### config.mk
export PLATFORM = sky130hd
export DESIGN_NAME = snn_step_ctrl_flat
export DESIGN_NICKNAME = d
export VERILOG_FILES = /design/src/rtl/snn_step_ctrl_if.sv /design/src/rtl/snn_step_ctrl.sv /design/src/flat_wrapper.sv
export SDC_FILE = /design/constraint.sdc
export NUM_CORES = 1
export LEC_CHECK = 0
export CORE_UTILIZATION = 45
export CTS_CLUSTER_DIAMETER = 120
export DETAILED_ROUTE_END_ITERATION = 10
export HOLD_SLACK_MARGIN = 0.03
export MAX_ROUTING_LAYER = met4
export PLACE_DENSITY = 0.75
export SLEW_MARGIN = 40
export SYNTH_ARGS = -nofsm -noshare
export SYNTH_HDL_FRONTEND = slang
export SYNTH_SLANG_ARGS = --single-unit
### constraint.sdc
create_clock -name clk -period 2.1 [get_ports clk]
set_input_delay 0.21 -clock clk [delete_from_list [all_inputs] [get_ports clk]]
set_output_delay 0.21 -clock clk [all_outputs]
set_load 0.01 [all_outputs]
### src/rtl/snn_step_ctrl_if.sv
// rtl/snn_step_ctrl_if.sv - host/datapath handshake bundle for snn_step_ctrl
// master drives requests and spike flags; slave is the step controller.
interface snn_step_ctrl_if #(
  parameter int W_BITS   = 5,
  parameter int CNT_BITS = 16
);
  logic                    start;
  logic                    wclr;
  logic                    pre_a;
  logic                    pre_b;
  logic                    post_1;
  logic                    post_2;
  logic                    sample_en;
  logic                    l1_en;
  logic                    l2_en;
  logic                    busy;
  logic                    done;
  logic [4*W_BITS-1:0]     w_out;
  logic [CNT_BITS-1:0]     step_cnt;

  modport master (
    output start, wclr, pre_a, pre_b, post_1, post_2,
    input  sample_en, l1_en, l2_en, busy, done, w_out, step_cnt
  );

  modport slave (
    input  start, wclr, pre_a, pre_b, post_1, post_2,
    output sample_en, l1_en, l2_en, busy, done, w_out, step_cnt
  );
endinterface

### src/rtl/snn_step_ctrl.sv
// rtl/snn_step_ctrl.sv - 2x2 spiking-network step sequencer with saturating spike-driven weights
// Optional learning phase (UPD) is built only when SNN_STEP_CTRL_LEARN_EN is defined.
module snn_step_ctrl #(
  parameter int W_BITS   = 5,
  parameter int CNT_BITS = 16
) (
  input  logic             clk,
  input  logic             rst_n,
  snn_step_ctrl_if.slave   bus
);

  typedef enum logic [2:0] {
    IDLE = 3'd0,
    LOAD = 3'd1,
    L1   = 3'd2,
    L2   = 3'd3,
    UPD  = 3'd4,
    DONE = 3'd5
  } state_t;

  localparam logic signed [W_BITS-1:0] W_MAX = {1'b0, {(W_BITS-1){1'b1}}};
  localparam logic signed [W_BITS-1:0] W_MIN = {1'b1, {(W_BITS-1){1'b0}}};

  state_t                    state;
  state_t                    nxt;
  logic signed [W_BITS-1:0]  w1, w2, w3, w4;
  logic                      pre_a_q, pre_b_q, post_1_q, post_2_q;
  logic                      sample_en_q, l1_en_q, l2_en_q, busy_q, done_q;
  logic [CNT_BITS-1:0]       step_cnt_q;

  // Coincident pre/post strengthens; a lone pre or lone post weakens.
  function automatic logic signed [W_BITS-1:0] learn(
    input logic signed [W_BITS-1:0] w,
    input logic                     pre,
    input logic                     post
  );
    logic signed [W_BITS-1:0] r;
    r = w;
    if (pre && post) begin
      if (w != W_MAX) r = w + W_BITS'(1);
    end else if (pre || post) begin
      if (w != W_MIN) r = w - W_BITS'(1);
    end
    return r;
  endfunction

  always_comb begin
    nxt = state;
    case (state)
      IDLE: if (bus.start) nxt = LOAD;
      LOAD: nxt = L1;
      L1:   nxt = L2;
`ifdef SNN_STEP_CTRL_LEARN_EN
      L2:   nxt = UPD;
`else
      L2:   nxt = DONE;
`endif
      UPD:  nxt = DONE;
      DONE: nxt = IDLE;
      default: nxt = IDLE;
    endcase
  end

  // Strobes are decoded from the next state so they line up with the state itself.
  always_ff @(posedge clk or negedge rst_n) begin
    if (!rst_n) begin
      state       <= IDLE;
      sample_en_q <= 1'b0;
      l1_en_q     <= 1'b0;
      l2_en_q     <= 1'b0;
      busy_q      <= 1'b0;
      done_q      <= 1'b0;
      pre_a_q     <= 1'b0;
      pre_b_q     <= 1'b0;
      post_1_q    <= 1'b0;
      post_2_q    <= 1'b0;
      w1          <= '0;
      w2          <= '0;
      w3          <= '0;
      w4          <= '0;
      step_cnt_q  <= '0;
    end else begin
      state       <= nxt;
      sample_en_q <= (nxt == LOAD);
      l1_en_q     <= (nxt == L1);
      l2_en_q     <= (nxt == L2);
      busy_q      <= (nxt == LOAD) || (nxt == L1) || (nxt == L2) || (nxt == UPD);
      done_q      <= (nxt == DONE);

      if (state == L1) begin
        pre_a_q <= bus.pre_a;
        pre_b_q <= bus.pre_b;
      end
      if (state == L2) begin
        post_1_q <= bus.post_1;
        post_2_q <= bus.post_2;
      end

      // UPD is unreachable without the learning build, so weights then only clear.
      if (state == IDLE && bus.wclr) begin
        w1 <= '0;
        w2 <= '0;
        w3 <= '0;
        w4 <= '0;
      end else if (state == UPD) begin
        w1 <= learn(w1, pre_a_q, post_1_q);
        w2 <= learn(w2, pre_a_q, post_2_q);
        w3 <= learn(w3, pre_b_q, post_1_q);
        w4 <= learn(w4, pre_b_q, post_2_q);
      end

      if (state == DONE) step_cnt_q <= step_cnt_q + CNT_BITS'(1);
    end
  end

  assign bus.sample_en = sample_en_q;
  assign bus.l1_en     = l1_en_q;
  assign bus.l2_en     = l2_en_q;
  assign bus.busy      = busy_q;
  assign bus.done      = done_q;
  assign bus.w_out     = {w4, w3, w2, w1};
  assign bus.step_cnt  = step_cnt_q;

endmodule
### src/flat_wrapper.sv
// flat-port wrapper written by rule: the top's interface ports become plain ports
module snn_step_ctrl_flat 
#(
  parameter int W_BITS   = 5,
  parameter int CNT_BITS = 16
)
  (clk, rst_n, bus_start, bus_wclr, bus_pre_a, bus_pre_b, bus_post_1, bus_post_2, bus_sample_en, bus_l1_en, bus_l2_en, bus_busy, bus_done, bus_w_out, bus_step_cnt);
  snn_step_ctrl_if #(.W_BITS(W_BITS), .CNT_BITS(CNT_BITS)) bus_i ();
  input  logic clk;
  input  logic rst_n;
  input wire logic [$bits(bus_i.start)-1:0] bus_start;
  input wire logic [$bits(bus_i.wclr)-1:0] bus_wclr;
  input wire logic [$bits(bus_i.pre_a)-1:0] bus_pre_a;
  input wire logic [$bits(bus_i.pre_b)-1:0] bus_pre_b;
  input wire logic [$bits(bus_i.post_1)-1:0] bus_post_1;
  input wire logic [$bits(bus_i.post_2)-1:0] bus_post_2;
  output wire logic [$bits(bus_i.sample_en)-1:0] bus_sample_en;
  output wire logic [$bits(bus_i.l1_en)-1:0] bus_l1_en;
  output wire logic [$bits(bus_i.l2_en)-1:0] bus_l2_en;
  output wire logic [$bits(bus_i.busy)-1:0] bus_busy;
  output wire logic [$bits(bus_i.done)-1:0] bus_done;
  output wire logic [$bits(bus_i.w_out)-1:0] bus_w_out;
  output wire logic [$bits(bus_i.step_cnt)-1:0] bus_step_cnt;
  assign bus_i.start = bus_start;
  assign bus_i.wclr = bus_wclr;
  assign bus_i.pre_a = bus_pre_a;
  assign bus_i.pre_b = bus_pre_b;
  assign bus_i.post_1 = bus_post_1;
  assign bus_i.post_2 = bus_post_2;
  assign bus_sample_en = bus_i.sample_en;
  assign bus_l1_en = bus_i.l1_en;
  assign bus_l2_en = bus_i.l2_en;
  assign bus_busy = bus_i.busy;
  assign bus_done = bus_i.done;
  assign bus_w_out = bus_i.w_out;
  assign bus_step_cnt = bus_i.step_cnt;
  snn_step_ctrl #(.W_BITS(W_BITS), .CNT_BITS(CNT_BITS)) u_core (.clk(clk), .rst_n(rst_n), .bus(bus_i));
endmodule
# ---- Yosys cells after proc, flatten, opt, wreduce, memory -nomap -nowiden
# Index checks and enable logic that the tools add are counted.
dict set report totals {
  input_bits 8
  output_inout_bits 41
  wordCells 99
  ff_bits 48
}
dict set report classes {
  n_mux 26
  n_addsub 9
  n_reduce_logical 27
  n_eq_ne 22
}
# op count
set op_table {}
lappend op_table {{two-way mux 5 bit} 24}
lappend op_table {{!= test 5 bit, second input constant} 8}
lappend op_table {{nonzero test 3 bit} 8}
lappend op_table {{adder 5 x 2 -> 5 bit, second input constant} 4}
lappend op_table {{subtractor 5 x 2 -> 5 bit, second input constant} 4}
lappend op_table {{adder 16 x 1 -> 16 bit, second input constant} 1}
lappend op_table {{AND reduction 4 bit} 4}
lappend op_table {{equality test 3 x 2 -> 1 bit, second input constant} 4}
lappend op_table {{equality test 3 bit, second input constant} 4}
lappend op_table {{!= test 3 x 2 -> 1 bit, second input constant} 4}
lappend op_table {{one-hot mux 3 bit (4 select lines)} 1}
lappend op_table {{logical OR 1 bit} 7}
lappend op_table {{equality test 3 x 1 -> 1 bit, second input constant} 2}
lappend op_table {{logical AND 1 bit} 5}
lappend op_table {{zero test 3 bit} 1}
lappend op_table {{two-way mux 3 bit} 1}
lappend op_table {{nonzero test 2 bit} 1}
lappend op_table {{OR reduction 2 bit} 1}

# ---- Logic depth before layout (Yosys ltp)
# Gate-level depths: netlist (run 1).
dict set report logic_depth {
  ltp_word 7
  depth_mapped 9
  depth_no_buf 8
}

# ---- Worst setup path after synthesis (run 1)
# OpenSTA, ideal clock, no wires.
dict set report synth_timing {
  path_kind {register to register}
  from {register u_core.pre_a_q}
  to {register u_core.w1[4]}
  path_slack_ns 0.086
  t_arrival_ns 1.890
  setup_ns 0.124
  stages_incl_launch_ff 10
  period_less_slack_ns 2.014
  path_buffers 1
  required_ns 1.976
  path_cell_list {dfrtp_1 clkbuf_1 nand2_1 inv_1 fa_1 nand2b_1 a21oi_1 xnor2_1 a21oi_1 a211o_1}
}
dict set report synth_via {
  elab_chain_cells 4
}
# element line_no
set synth_rtl {}
lappend synth_rtl {{start: declaration} snn_step_ctrl.sv:27} ;# logic pre_a_q, pre_b_q, post_1_q, post_2_q;
lappend synth_rtl {{start signal: assignment} snn_step_ctrl.sv:91} ;# pre_a_q <= bus.pre_a;
lappend synth_rtl {{logical AND 1 bit} snn_step_ctrl.sv:39} ;# if (pre && post) begin
lappend synth_rtl {{two-way mux 5 bit} snn_step_ctrl.sv:39}
lappend synth_rtl {{two-way mux 5 bit} snn_step_ctrl.sv:105} ;# end else if (state == UPD) begin
lappend synth_rtl {{two-way mux 5 bit} snn_step_ctrl.sv:100} ;# if (state == IDLE && bus.wclr) begin
lappend synth_rtl {{end signal: assignment} snn_step_ctrl.sv:106} ;# w1 <= learn(w1, pre_a_q, post_1_q);
lappend synth_rtl {{end: declaration} snn_step_ctrl.sv:26} ;# logic signed [W_BITS-1:0] w1, w2, w3, w4;
# Parallel ways exist; a longest one is shown, timed or not. The select of a mux whose other input is x is not followed.
# A chain may end at the register's enable or synchronous reset.

# ---- Worst setup path after layout (run 1)
dict set report layout_timing {
  from {register u_core.pre_a_q}
  to {register u_core.w2[4]}
}
dict set report layout_via {
  elab_chain_cells 4
}
# element line_no
set layout_rtl {}
lappend layout_rtl {{logical AND 1 bit} snn_step_ctrl.sv:39}
lappend layout_rtl {{two-way mux 5 bit} snn_step_ctrl.sv:39}
lappend layout_rtl {{two-way mux 5 bit} snn_step_ctrl.sv:105}
lappend layout_rtl {{two-way mux 5 bit} snn_step_ctrl.sv:100}
lappend layout_rtl {{end signal: assignment} snn_step_ctrl.sv:107} ;# w2 <= learn(w2, pre_a_q, post_2_q);
lappend layout_rtl {{end: declaration} snn_step_ctrl.sv:26}
# Parallel ways exist; a longest one is shown, timed or not. The select of a mux whose other input is x is not followed.

==> reports/qor.log, run 1 <==
[final_layout] Core Util, Final 59.2%
[critical_path] cell depth of the worst flop-to-flop path 8
[clock_network] clock input transition at the sequential cells of the worst setup and hold paths 0.09 ns
[run] max capacitance violation total 0
[route] post-DR vias/cell 5.32
[final_layout] filler cell count in the final layout 507
[critical_path] signal arrival time at the worst endpoint 2.19 ns
[power] Total Power 5.16 mW
[yosys] sequential fraction of the synthesis area 43.2%
[critical_path] largest fanout on the critical path 6
[floorplan] effective utilization at floorplan 46.7%
[floorplan] die extent in x 80.6 µm
[placed_design] detailed placer's ending HPWL 4.40 mm
[critical_path] delay-heaviest family, CP compound AO/OA/AOI/OAI gates
[global_route] largest net degree at the start of global routing 49
[sta] highest attainable clock frequency 502 MHz
[yosys] count of flip-flops with a built-in enable after synthesis 0
[sta] Max-Slew Margin vs Limit 59.4%
[yosys] number of synthesis warnings 0
[floorplan] count of standard-cell rows 28
[clock_network] TritonCTS clock tree built
[outcome] result of the run finished, final reports clean
[yosys] ranking of synthesized cells by instance count 48 x dfrtp_1, 29 x nor2_1, 26 x xnor2_1
[final_layout] register area 1200 µm²
[sta] setup repair after global routing missed its margin false
[floorplan] core region area 5960 µm²
[yosys] async set-or-reset flop fraction in the synthesized netlist 100%
[sta] final setup margin 0.109 ns
[critical_path] critical register-to-register path startpoint u_core.pre_a_q
[critical_path] startpoint type of the worst setup path flop
[placed_design] global placer's final weighted congestion 0.916
[critical_path] Critical Path, Cell by Cell nand2_2, inv_2, fa_1, nand2b_1, a21oi_1, xnor2_1, a21oi_1, a211o_1
[sta] ratio of final minimum period to clock period 94.8%
[critical_path] endpoint of the worst register-to-register path u_core.w2[4]
[placed_design] post-placement setup slack 0.0352 ns
[floorplan] Die Y-Extent 80.6 µm
[sta] summed negative setup slack over all endpoints 0 ns
[final_layout] Antenna Cells 0
[yosys] most common cell in the netlist dfrtp_1
[route] total detailed-routing wirelength 5.82 mm
[global_route] initial antenna violation count 0
[critical_path] maximum cell stage delay along the critical path 0.45 ns
[global_route] total congestion overflow 0
[route] total via count after detailed routing 2,166
[final_layout] Synth-to-Final Area Change 26.8%
[clock_network] Clock Path Buffers 2
[yosys] post-synthesis instance area 2780 µm²
[min_path] Hold/Removal Path Class flop to flop
[critical_path] Worst Setup End Kind flop
[yosys] top cells by area in the synthesized netlist dfrtp_1 43%, xnor2_1 8.2%, ha_1 5.9%
[yosys] synthesized netlist net count 294
[route] final antenna-violating net count 0
[power] Leak 1.55 nW
[yosys] register bit count reported by yosys 48
[final_layout] fin nets 356
[sta] Worst Max-Slew Pin Slew 0.609 ns
[clock_network] clock latency of the later-clocked register in the worst-skew pair 0.30 ns
[final_layout] area of all placed cells without fillers 3520 µm²
[critical_path] number of buffer and inverter instances along the worst setup path 1
[yosys] synthesized instance count 269
[route] Starting DRT DRC Count 114
[yosys] number of different library cells in the post-synthesis netlist 45
[sta] Max Transition Viols Final 0
[floorplan] Die Footprint 6490 µm²
[global_route] number of global-route vias before repair 2,145
[floorplan] Boundary Pins 49
[yosys] dominant register cell in the synthesized netlist dfrtp_1
[critical_path] Data required, critical path 2.30 ns
[route] post-route DRC violation count 0
[sta] worst clock skew 0.00947 ns
[min_path] hold-critical path endpoint u_core.bus.step_cnt[15]
[critical_path] slowest cell on the critical path dfrtp_1
[route] DR pass1 iterations 4
[critical_path] Most common cell on crit path a21oi_1
[placed_design] post-placement cell count 396
[yosys] portion of synthesized cell area occupied by the leading cell type 43.2%
[yosys] average cell area after synthesis 10.3 µm²
[clock_network] Inserted Clock Buffers 5
[clock_network] root buf cell clkbuf_8
[critical_path] path type of the worst setup path flop to flop
[power] worst vdd rail ir drop 919 µV
[sta] Final Hold Slack 0.479 ns
[min_path] Hold Startpoint u_core.bus.step_cnt[15]
[final_layout] fraction of layout cells with a size suffix above 1 11.1%
[final_layout] post-layout instance count excluding filler cells 407
[min_path] Cells on Worst Hold Path 1
[global_route] overall fraction of global-route tracks in use 20.6%
[yosys] top cell type by total area after synthesis dfrtp_1
[route] final routed wire length divided by cell count 14.3 µm
[sta] Final Hold Vio Count 0
[final_layout] area of combinational cells with multiple inputs 1490 µm²
[placed_design] port bufs 48
[power] power per cell area 1460 nW/µm²
[sta] post-route minimum period 1.99 ns
[global_route] wire length of the first global-routing pass 10.0 mm
[placed_design] area after detailed placement 3400 µm²
[sta] final setup violation count 0
[clock_network] Max H-tree Level 2
[clock_network] total number of clock tree sinks 48
[critical_path] setup slack on the worst flop-to-flop path 0.11 ns
## how the worst max path moves through the flow
stage	start	to	slack, ns	depth (start not counted)
finish	u_core.pre_a_q	u_core.w2[4]	0.11	8
global route	u_core.w2[0]	u_core.w2[4]	0.003	7
CTS	u_core.pre_b_q	u_core.w4[4]	0.02	8
detailed placement	u_core.pre_b_q	u_core.w4[4]	0.04	8
global placement	u_core.pre_b_q	u_core.w4[4]	0.13	8
floorplan	u_core.pre_a_q	u_core.w1[4]	0.09	9
## logic make-up (layout without fill, tap and decap cells)
| group | Yosys count | count (layout) | share of synthesized area [%] |
|---|---|---|---|
| fa+ha+maj | 17 | 17 | 8.74 |
| xor+xnor | 28 | 28 | 8.83 |
| compound gates | 36 | 36 | 9.18 |
| simple gates | 103 | 103 | 21.0 |
| buf+inv | 22 | 85 | 3.38 |
| flops | 48 | 48 | 43.2 |
| mux | 15 | 15 | 5.67 |
## power breakdown
part           switching [mW]  total [mW]  internal, mW
Sequential              0.416        1.64          1.23
Clock                   0.327       0.564         0.237
Combinational            1.39        2.95          1.56
Total                    2.13        5.16          3.02
## state kept, by name, summed over array words and instances, names as in the netlist, 3 cells and up
signal / cells
u_core.state: 3
u_core.w4: 5
u_core.w1: 5
u_core.bus.step_cnt: 16
u_core.w3: 5
u_core.w2: 5
## cells in the final DEF (no fill, tap or decap), types with 4 or more instances in the layout
| master | count |
|---|---|
| clkdlybuf4s50_1 | 47 |
| dfrtp_1 | 45 |
| nor2_1 | 29 |
| xnor2_1 | 26 |
| nand2_1 | 16 |
| buf_4 | 14 |
| inv_1 | 13 |
| ha_1 | 13 |
| a21oi_1 | 10 |
| and3_1 | 9 |
| nand3_1 | 9 |
| mux2i_1 | 9 |
| mux2_1 | 6 |
| clkbuf_8 | 5 |
| nand2b_1 | 4 |
| and2_1 | 4 |
| nand4_1 | 4 |
| a21o_1 | 4 |
| a211o_1 | 4 |
| fa_1 | 4 |
## area by class of cell
cell class / instances / share of cell area (%)
multi-input cells: 199 / 42.3
repair buffers: 63 / 16.8
clock buffers: 5 / 1.95
inverters: 14 / 1.49
clock inverters: 3 / 0.603
well taps: 75 / 2.66
flip-flops and latches: 48 / 34.2
## layer usage
layer | vias up | global-route usage (%) | wire length (µm)
met5 | - | - | 0
li1 | 1061 | - | -
met2 | 50 | 34.2 | 2900
met3 | 6 | 3.64 | 230
met1 | 1049 | 26.3 | 2640
met4 | 0 | 4.82 | 42
## worst reg2reg max path: cells and delay by family, from the launching register on
kind	cells	cell delay, ns
AO/OA/AOI/OAI	3	0.51
flip-flops	1	0.45
adder cells (fa/ha/maj)	1	0.40
AND/OR/NAND/NOR	2	0.31
XOR/XNOR	1	0.16
buffers and inverters	1	0.06
## repair_timing
| item | 4_1_cts | 5_1_grt |
|---|---|---|
| endpoints found under the hold margin | 40 | 0 |
| hold buffers | 1 | 0 |
| setup buffers | 0 | 2 |
| endpoints found under the setup margin | 0 | 3 |
| gates resized for setup | 0 | 6 |
(Power assumes the default switching activity.)
==> run 2: changes to the inputs <==
--- a/config.mk
+++ b/config.mk
@@ -5,12 +5,14 @@
 export SDC_FILE = /design/constraint.sdc
 export NUM_CORES = 1
 export LEC_CHECK = 0
+export ABC_AREA = 1
 export CORE_UTILIZATION = 45
 export CTS_CLUSTER_DIAMETER = 120
 export DETAILED_ROUTE_END_ITERATION = 10
 export HOLD_SLACK_MARGIN = 0.03
 export MAX_ROUTING_LAYER = met4
-export PLACE_DENSITY = 0.75
+export PLACE_DENSITY = 0.73
+export SKIP_LAST_GASP = 1
 export SLEW_MARGIN = 40
 export SYNTH_ARGS = -nofsm -noshare
 export SYNTH_HDL_FRONTEND = slang
==> run 2 against run 1 <==
  * Combinational power increased by 11%
  * Power rose by 9.8%
  * Worst hold slack got worse by 0.16 ns
  * First-iteration DRC count grew 39%
  * Register-to-register slack gained 0.22 ns
  * Worst setup slack improved by 0.22 ns
  * Via count grew 29%
  * Die area up 11%
  * Wire length up 13%
  * Non-clock buffer count shrank 11
  * Critical path type unchanged
  * Sequential power grew 2%
  * Flip-flop and latch count unchanged
==> reports/qor.log, run 2 <==
[critical_path] signal arrival time at the worst endpoint 1.97 ns
[yosys] register bit count reported by yosys 48
[clock_network] clock input transition at the sequential cells of the worst setup and hold paths 0.10 ns
[critical_path] Critical Path, Cell by Cell nand2_1, inv_1, fa_1, or2_2, nand3_1, inv_1, nand2_1, nand2_1
[global_route] initial antenna violation count 0
[sta] ratio of final minimum period to clock period 84.5%
[final_layout] Synth-to-Final Area Change 22.2%
[clock_network] total number of clock tree sinks 48
[critical_path] cell depth of the worst flop-to-flop path 8
[final_layout] register area 1200 µm²
[sta] post-route minimum period 1.77 ns
[min_path] Hold/Removal Path Class input port to asynchronous set/reset pin
[placed_design] global placer's final weighted congestion 0.896
[floorplan] core region area 6490 µm²
[sta] Final Hold Vio Count 0
[yosys] top cells by area in the synthesized netlist dfrtp_1 39%, nand2_1 18%, inv_1 7.6%
[global_route] wire length of the first global-routing pass 11.8 mm
[yosys] number of synthesis warnings 0
[sta] final setup margin 0.326 ns
[floorplan] Die Footprint 7240 µm²
[critical_path] critical register-to-register path startpoint u_core.pre_a_q
[final_layout] fraction of layout cells with a size suffix above 1 8.23%
[clock_network] Post-CTS Repair Setup Buffers 0
[clock_network] number of buffers inserted for hold repair after clock tree synthesis 1
[final_layout] area of combinational cells with multiple inputs 1630 µm²
[sta] worst clock skew 0.00356 ns
[yosys] ranking of synthesized cells by instance count 146 x nand2_1, 63 x inv_1, 49 x nor2_1
[critical_path] path type of the worst setup path flop to flop
[yosys] sequential fraction of the synthesis area 38.7%
[yosys] average cell area after synthesis 7.24 µm²
[final_layout] most common library cell in the layout ignoring fill and taps nand2_1
[outcome] result of the run finished, final reports clean
[critical_path] endpoint of the worst register-to-register path u_core.w1[2]
[global_route] number of global-route vias before repair 2,716
[clock_network] Clock Path Buffers 2
[yosys] portion of synthesized cell area occupied by the leading cell type 38.7%
[placed_design] post-placement setup slack 0.339 ns
[yosys] synthesized instance count 429
[clock_network] root buf cell clkbuf_8
[yosys] top cell type by total area after synthesis dfrtp_1
[sta] Max Transition Viols Final 0
[global_route] total congestion overflow 0
[final_layout] fin nets 510
[yosys] count of flip-flops with a built-in enable after synthesis 0
[power] Total Power 5.66 mW
[critical_path] Worst Setup End Kind flop
[power] Leak 1.96 nW
[placed_design] post-placement cell count 554
[placed_design] area after detailed placement 3670 µm²
[critical_path] largest fanout on the critical path 6
[yosys] most common cell in the netlist nand2_1
[global_route] overall fraction of global-route tracks in use 20.8%
[placed_design] port bufs 48
[yosys] XOR/XNOR Fraction of Synth Area 3.10%
[clock_network] Max H-tree Level 2
[placed_design] detailed placer's ending HPWL 5.07 mm
[power] worst vdd rail ir drop 740 µV
[yosys] dominant register cell in the synthesized netlist dfrtp_1
[yosys] fraction of the mapped netlist area in simple logic gates 37.7%
[final_layout] Antenna Cells 0
[yosys] post-synthesis instance area 3110 µm²
[critical_path] maximum cell stage delay along the critical path 0.43 ns
[route] DR pass1 iterations 4
[final_layout] area of all placed cells without fillers 3790 µm²
[critical_path] startpoint type of the worst setup path flop
[final_layout] filler cell count in the final layout 565
[sta] setup repair after global routing missed its margin false
[power] power per cell area 1490 nW/µm²
[sta] Max-Slew Margin vs Limit 75.1%
[critical_path] delay-heaviest family, CP simple AND/OR/NAND/NOR gates
[floorplan] die extent in x 85.1 µm
[critical_path] number of buffer and inverter instances along the worst setup path 2
[critical_path] slowest cell on the critical path dfrtp_1
[clock_network] Inserted Clock Buffers 5
[yosys] proportion of synthesized area in mux cells 0.725%
[critical_path] setup slack on the worst flop-to-flop path 0.33 ns
[sta] highest attainable clock frequency 564 MHz
[yosys] dominant combinational cell family by area after synthesis simple AND/OR/NAND/NOR gates
[global_route] largest net degree at the start of global routing 20
[critical_path] CP Launch Point u_core.pre_a_q
[route] post-route DRC violation count 0
[yosys] async set-or-reset flop fraction in the synthesized netlist 100%
[route] final routed wire length divided by cell count 11.7 µm
[run] max capacitance violation total 0
[final_layout] number of flip-flops in the largest register 16
[route] total detailed-routing wirelength 6.60 mm
[route] final antenna-violating net count 0
[final_layout] leading cell types in the layout, fill and taps excluded 146 x nand2_1, 63 x inv_1, 49 x nor2_1, 48 x dfrtp_1, 47 x clkdlybuf4s50_1
[final_layout] post-layout instance count excluding filler cells 563
[clock_network] post-cts sizing count 0
[route] Starting DRT DRC Count 158
[yosys] number of different library cells in the post-synthesis netlist 25
[floorplan] effective utilization at floorplan 47.8%
[sta] summed negative setup slack over all endpoints 0 ns
[critical_path] number of cells on the critical path 8
[critical_path] Most common cell on crit path nand2_1
[yosys] compound-cell area share of the yosys netlist 3.06%
[route] post-DR vias/cell 4.98
[clock_network] TritonCTS clock tree built
[yosys] synthesized netlist net count 454
[sta] final setup violation count 0
[critical_path] Data required, critical path 2.30 ns
[critical_path] timing endpoint of the critical path u_core.w1[2]
[route] total via count after detailed routing 2,804
[final_layout] Core Util, Final 58.4%
[sta] Final Hold Slack 0.316 ns
[floorplan] count of standard-cell rows 29
[yosys] post-synthesis adder-cell area fraction 7.82%
[floorplan] Boundary Pins 49
[floorplan] Die Y-Extent 85.1 µm
[sta] Worst Max-Slew Pin Slew 0.371 ns
[clock_network] clock latency of the later-clocked register in the worst-skew pair 0.31 ns
## run 2: cell count changes in the layout (fill, tap and decap cells not counted), moves of 6 or more
cell and change:
buf_4 -11, inv_1 +50, nor2_1 +20, nand3_1 +22
nand2_1 +130, mux2_1 -6, mux2i_1 -9, and3_1 -9
o21ai_0 +11, or2_2 +7, xnor2_1 -21
## run 2: report_power, final
part	switching [mW]	internal (mW)	total, mW
Sequential	0.432	1.25	1.68
Combinational	1.82	1.46	3.28
Clock	0.345	0.359	0.705
## run 2: cells by family (layout without fill, tap and decap cells)
logic type      count (synthesis)  in the layout
mux                             2              2
buf+inv                        69            126
fa+ha+maj                      17             17
simple gates                  263            263
flops                          48             48
compound gates                 19             19
xor+xnor                       11             11
## run 2: worst min path at each step
| stage | to | slack (ns) | cells past startpoint |
|---|---|---|---|
| floorplan | u_core.bus.busy | -0.09 | 0 |
| global route | u_core.bus.step_cnt[4] | 0.35 | 2 |
| CTS | u_core.bus.step_cnt[3] | 0.33 | 2 |
| global placement | u_core.bus.step_cnt[3] | 0.12 | 1 |
| finish | u_core.bus.step_cnt[4] | 0.32 | 2 |
| detailed placement | u_core.bus.step_cnt[3] | 0.13 | 1 |
## run 2: layer usage
layer	GRT usage, %	share of wire (%)	vias to the layer above
li1	-	-	1436
met1	24.2	45	1299
met2	37.1	50	60
met3	3.79	4.3	9
met4	5.08	1.2	0
met5	-	0	-
## run 2: cell type report
type / instances / share of cell area (%)
clock buffers: 5 / 1.81
flip-flops and latches: 48 / 31.7
well taps: 77 / 2.54
multi-input cells: 312 / 42.9
clock inverters: 3 / 1.22
inverters: 66 / 6.53
repair buffers: 52 / 13.4
==> run 3: changes to the inputs <==
==> constraint.sdc (replaced) <==
create_clock -name clk -period 1.6 [get_ports clk]
set_input_delay 0.16 -clock clk [delete_from_list [all_inputs] [get_ports clk]]
set_output_delay 0.16 -clock clk [all_outputs]
set_load 0.01 [all_outputs]
==> run 3 against run 2 <==
  * The flow now finishes with violations (setup timing)
  * Critical endpoint is now u_core.w4[4]
  * Worst hold slack gained 0.043 ns
  * Power grew 63%
  * Cell count grew 6.2%
  * Highest routed layer unchanged
  * Wire length grew 19%
  * Clock-buffer cell count is the same
  * Clock skew grew 0.0032 ns
  * Largest cell class unchanged
  * Maximum frequency grew 4.1%
==> reports/qor.log, run 3 (synthesis results as in run 2) <==
[placed_design] detailed placer's ending HPWL 5.27 mm
[clock_network] clock latency of the later-clocked register in the worst-skew pair 0.30 ns
[power] worst vdd rail ir drop 1070 µV
[final_layout] leading cell types in the layout, fill and taps excluded 130 x nand2_1, 58 x inv_1, 47 x clkdlybuf4s50_1, 45 x dfrtp_1, 39 x nor2_1
[global_route] total congestion overflow 0
[critical_path] critical register-to-register path startpoint u_core.pre_b_q
[clock_network] clock input transition at the sequential cells of the worst setup and hold paths 0.10 ns
[run] max capacitance violation total 0
[clock_network] TritonCTS clock tree built
[sta] highest attainable clock frequency 587 MHz
[floorplan] core region area 6490 µm²
[sta] Worst Max-Slew Pin Slew 0.447 ns
[floorplan] die extent in x 85.1 µm
[min_path] Hold/Removal Path Class input port to asynchronous set/reset pin
[sta] final setup violation count 2
[global_route] number of global-route vias before repair 2,909
[critical_path] startpoint type of the worst setup path flop
[power] power per cell area 2130 nW/µm²
[final_layout] most common library cell in the layout ignoring fill and taps nand2_1
[final_layout] fraction of layout cells with a size suffix above 1 23.4%
[sta] Max-Slew Margin vs Limit 69.9%
[clock_network] Inserted Clock Buffers 5
[global_route] overall fraction of global-route tracks in use 21.9%
[clock_network] Max H-tree Level 2
[global_route] largest net degree at the start of global routing 49
[placed_design] port bufs 48
[final_layout] post-layout instance count excluding filler cells 598
[sta] Final Hold Vio Count 0
[route] Starting DRT DRC Count 168
[clock_network] Clock Path Buffers 2
[floorplan] Boundary Pins 49
[critical_path] largest fanout on the critical path 5
[route] Met2 Wirelength 4.06 mm
[route] highest metal layer with signal wires met4
[sta] Final Hold Slack 0.359 ns
[final_layout] Synth-to-Final Area Change 39.9%
[clock_network] root buf cell clkbuf_8
[outcome] result of the run complete, but fails checks
[final_layout] filler cell count in the final layout 527
[sta] final setup margin -0.105 ns
[floorplan] Die Footprint 7240 µm²
[sta] worst clock skew 0.00678 ns
[route] M1 WL 3.33 mm
[critical_path] Data required, critical path 1.83 ns
[clock_network] total number of clock tree sinks 48
[floorplan] Die Y-Extent 85.1 µm
[sta] post-route minimum period 1.70 ns
[power] Leak 2.18 nW
[sta] setup repair after global routing missed its margin true
[final_layout] number of flip-flops in the largest register 16
[global_route] wire length of the first global-routing pass 12.6 mm
[critical_path] CP Launch Point u_core.pre_b_q
[placed_design] global placer's final weighted congestion 0.874
[floorplan] effective utilization at floorplan 47.8%
[route] met3 WL 289 µm
[final_layout] Antenna Cells 0
[power] Total Power 9.23 mW
[final_layout] fin nets 545
[route] post-DR vias/cell 5.13
[final_layout] Core Util, Final 66.9%
[route] final antenna-violating net count 0
[route] total via count after detailed routing 3,067
[outcome] violations in the final reports setup timing
[critical_path] Worst Setup End Kind flop
[route] total detailed-routing wirelength 7.83 mm
[critical_path] signal arrival time at the worst endpoint 1.94 ns
[route] DR pass1 iterations 4
[route] post-route DRC violation count 0
[placed_design] post-placement cell count 577
[sta] Max Transition Viols Final 0
[sta] ratio of final minimum period to clock period 107%
[floorplan] count of standard-cell rows 29
[critical_path] path type of the worst setup path flop to flop
[placed_design] post-placement setup slack -0.0518 ns
[route] final routed wire length divided by cell count 13.1 µm
[global_route] initial antenna violation count 0
run 3: area by class of cell:
type                    count  area [µm²]  share of cell area (%)
multi-input cells         313        1860                    42.8
flip-flops and latches     48        1200                    27.7
repair buffers             86         795                    18.3
inverters                  66         250                    5.76
well taps                  77        96.3                    2.22
clock buffers               5        68.8                    1.58
clock inverters             3        68.8                    1.58
run 3: critical path, cell delays in order, from the launching register on:
cell and delay (ns):
dfrtp_1 0.45, nand2_2 0.12, buf_6 0.15, ha_4 0.28, nand2_4 0.05, nor2_4 0.12
nor2_4 0.05, nand2_1 0.06, nand2_1 0.05, nor2_1 0.12, nand2_1 0.09, nand2_1 0.10
run 3: repair_timing:
| action | CTS | global route |
|---|---|---|
| gates cloned | 0 | 1 |
| buffers inserted | 2 | 9 |
| hold buffers | 1 | 0 |
| hold endpoints to repair | 48 | 0 |
| pin swaps | 4 | 39 |
| setup endpoints to repair | 8 | 20 |
| resized for setup | 6 | 63 |
run 3: final timing paths:
check,to,slack (ns),cells after the start
hold / removal,u_core.bus.busy,0.36,3
setup reg to reg,u_core.w4[4],-0.10,11
hold reg to reg,u_core.bus.step_cnt[15],0.51,2
setup / recovery,u_core.w4[4],-0.10,11
min in group clk,u_core.pre_a_q,0.46,3
max in group asynchronous,u_core.pre_a_q,1.00,3
run 3: power breakdown:
part,leakage [nW],switching (mW),internal [mW],total [mW]
clock,0.0687,0.443,0.630,1.07
combinational,1.49,3.15,2.90,6.05
sequential,0.618,0.468,1.65,2.12
run 3: per-stage QoR:
stage	setup TNS [ns]	area, µm²
floorplan	-0.00258	3110
finish	-0.143	4340
detailed placement	-0.108	3860
global route	-0.826	4340
CTS	-0.0111	4060
global placement	-0.0125	3860
run 3: layer usage:
layer / vias up / track usage (%)
li1: 1500 / -
met1: 1470 / 25.8
met2: 81 / 38.9
met3: 16 / 2.82
met4: 0 / 6.93
met5: - / -
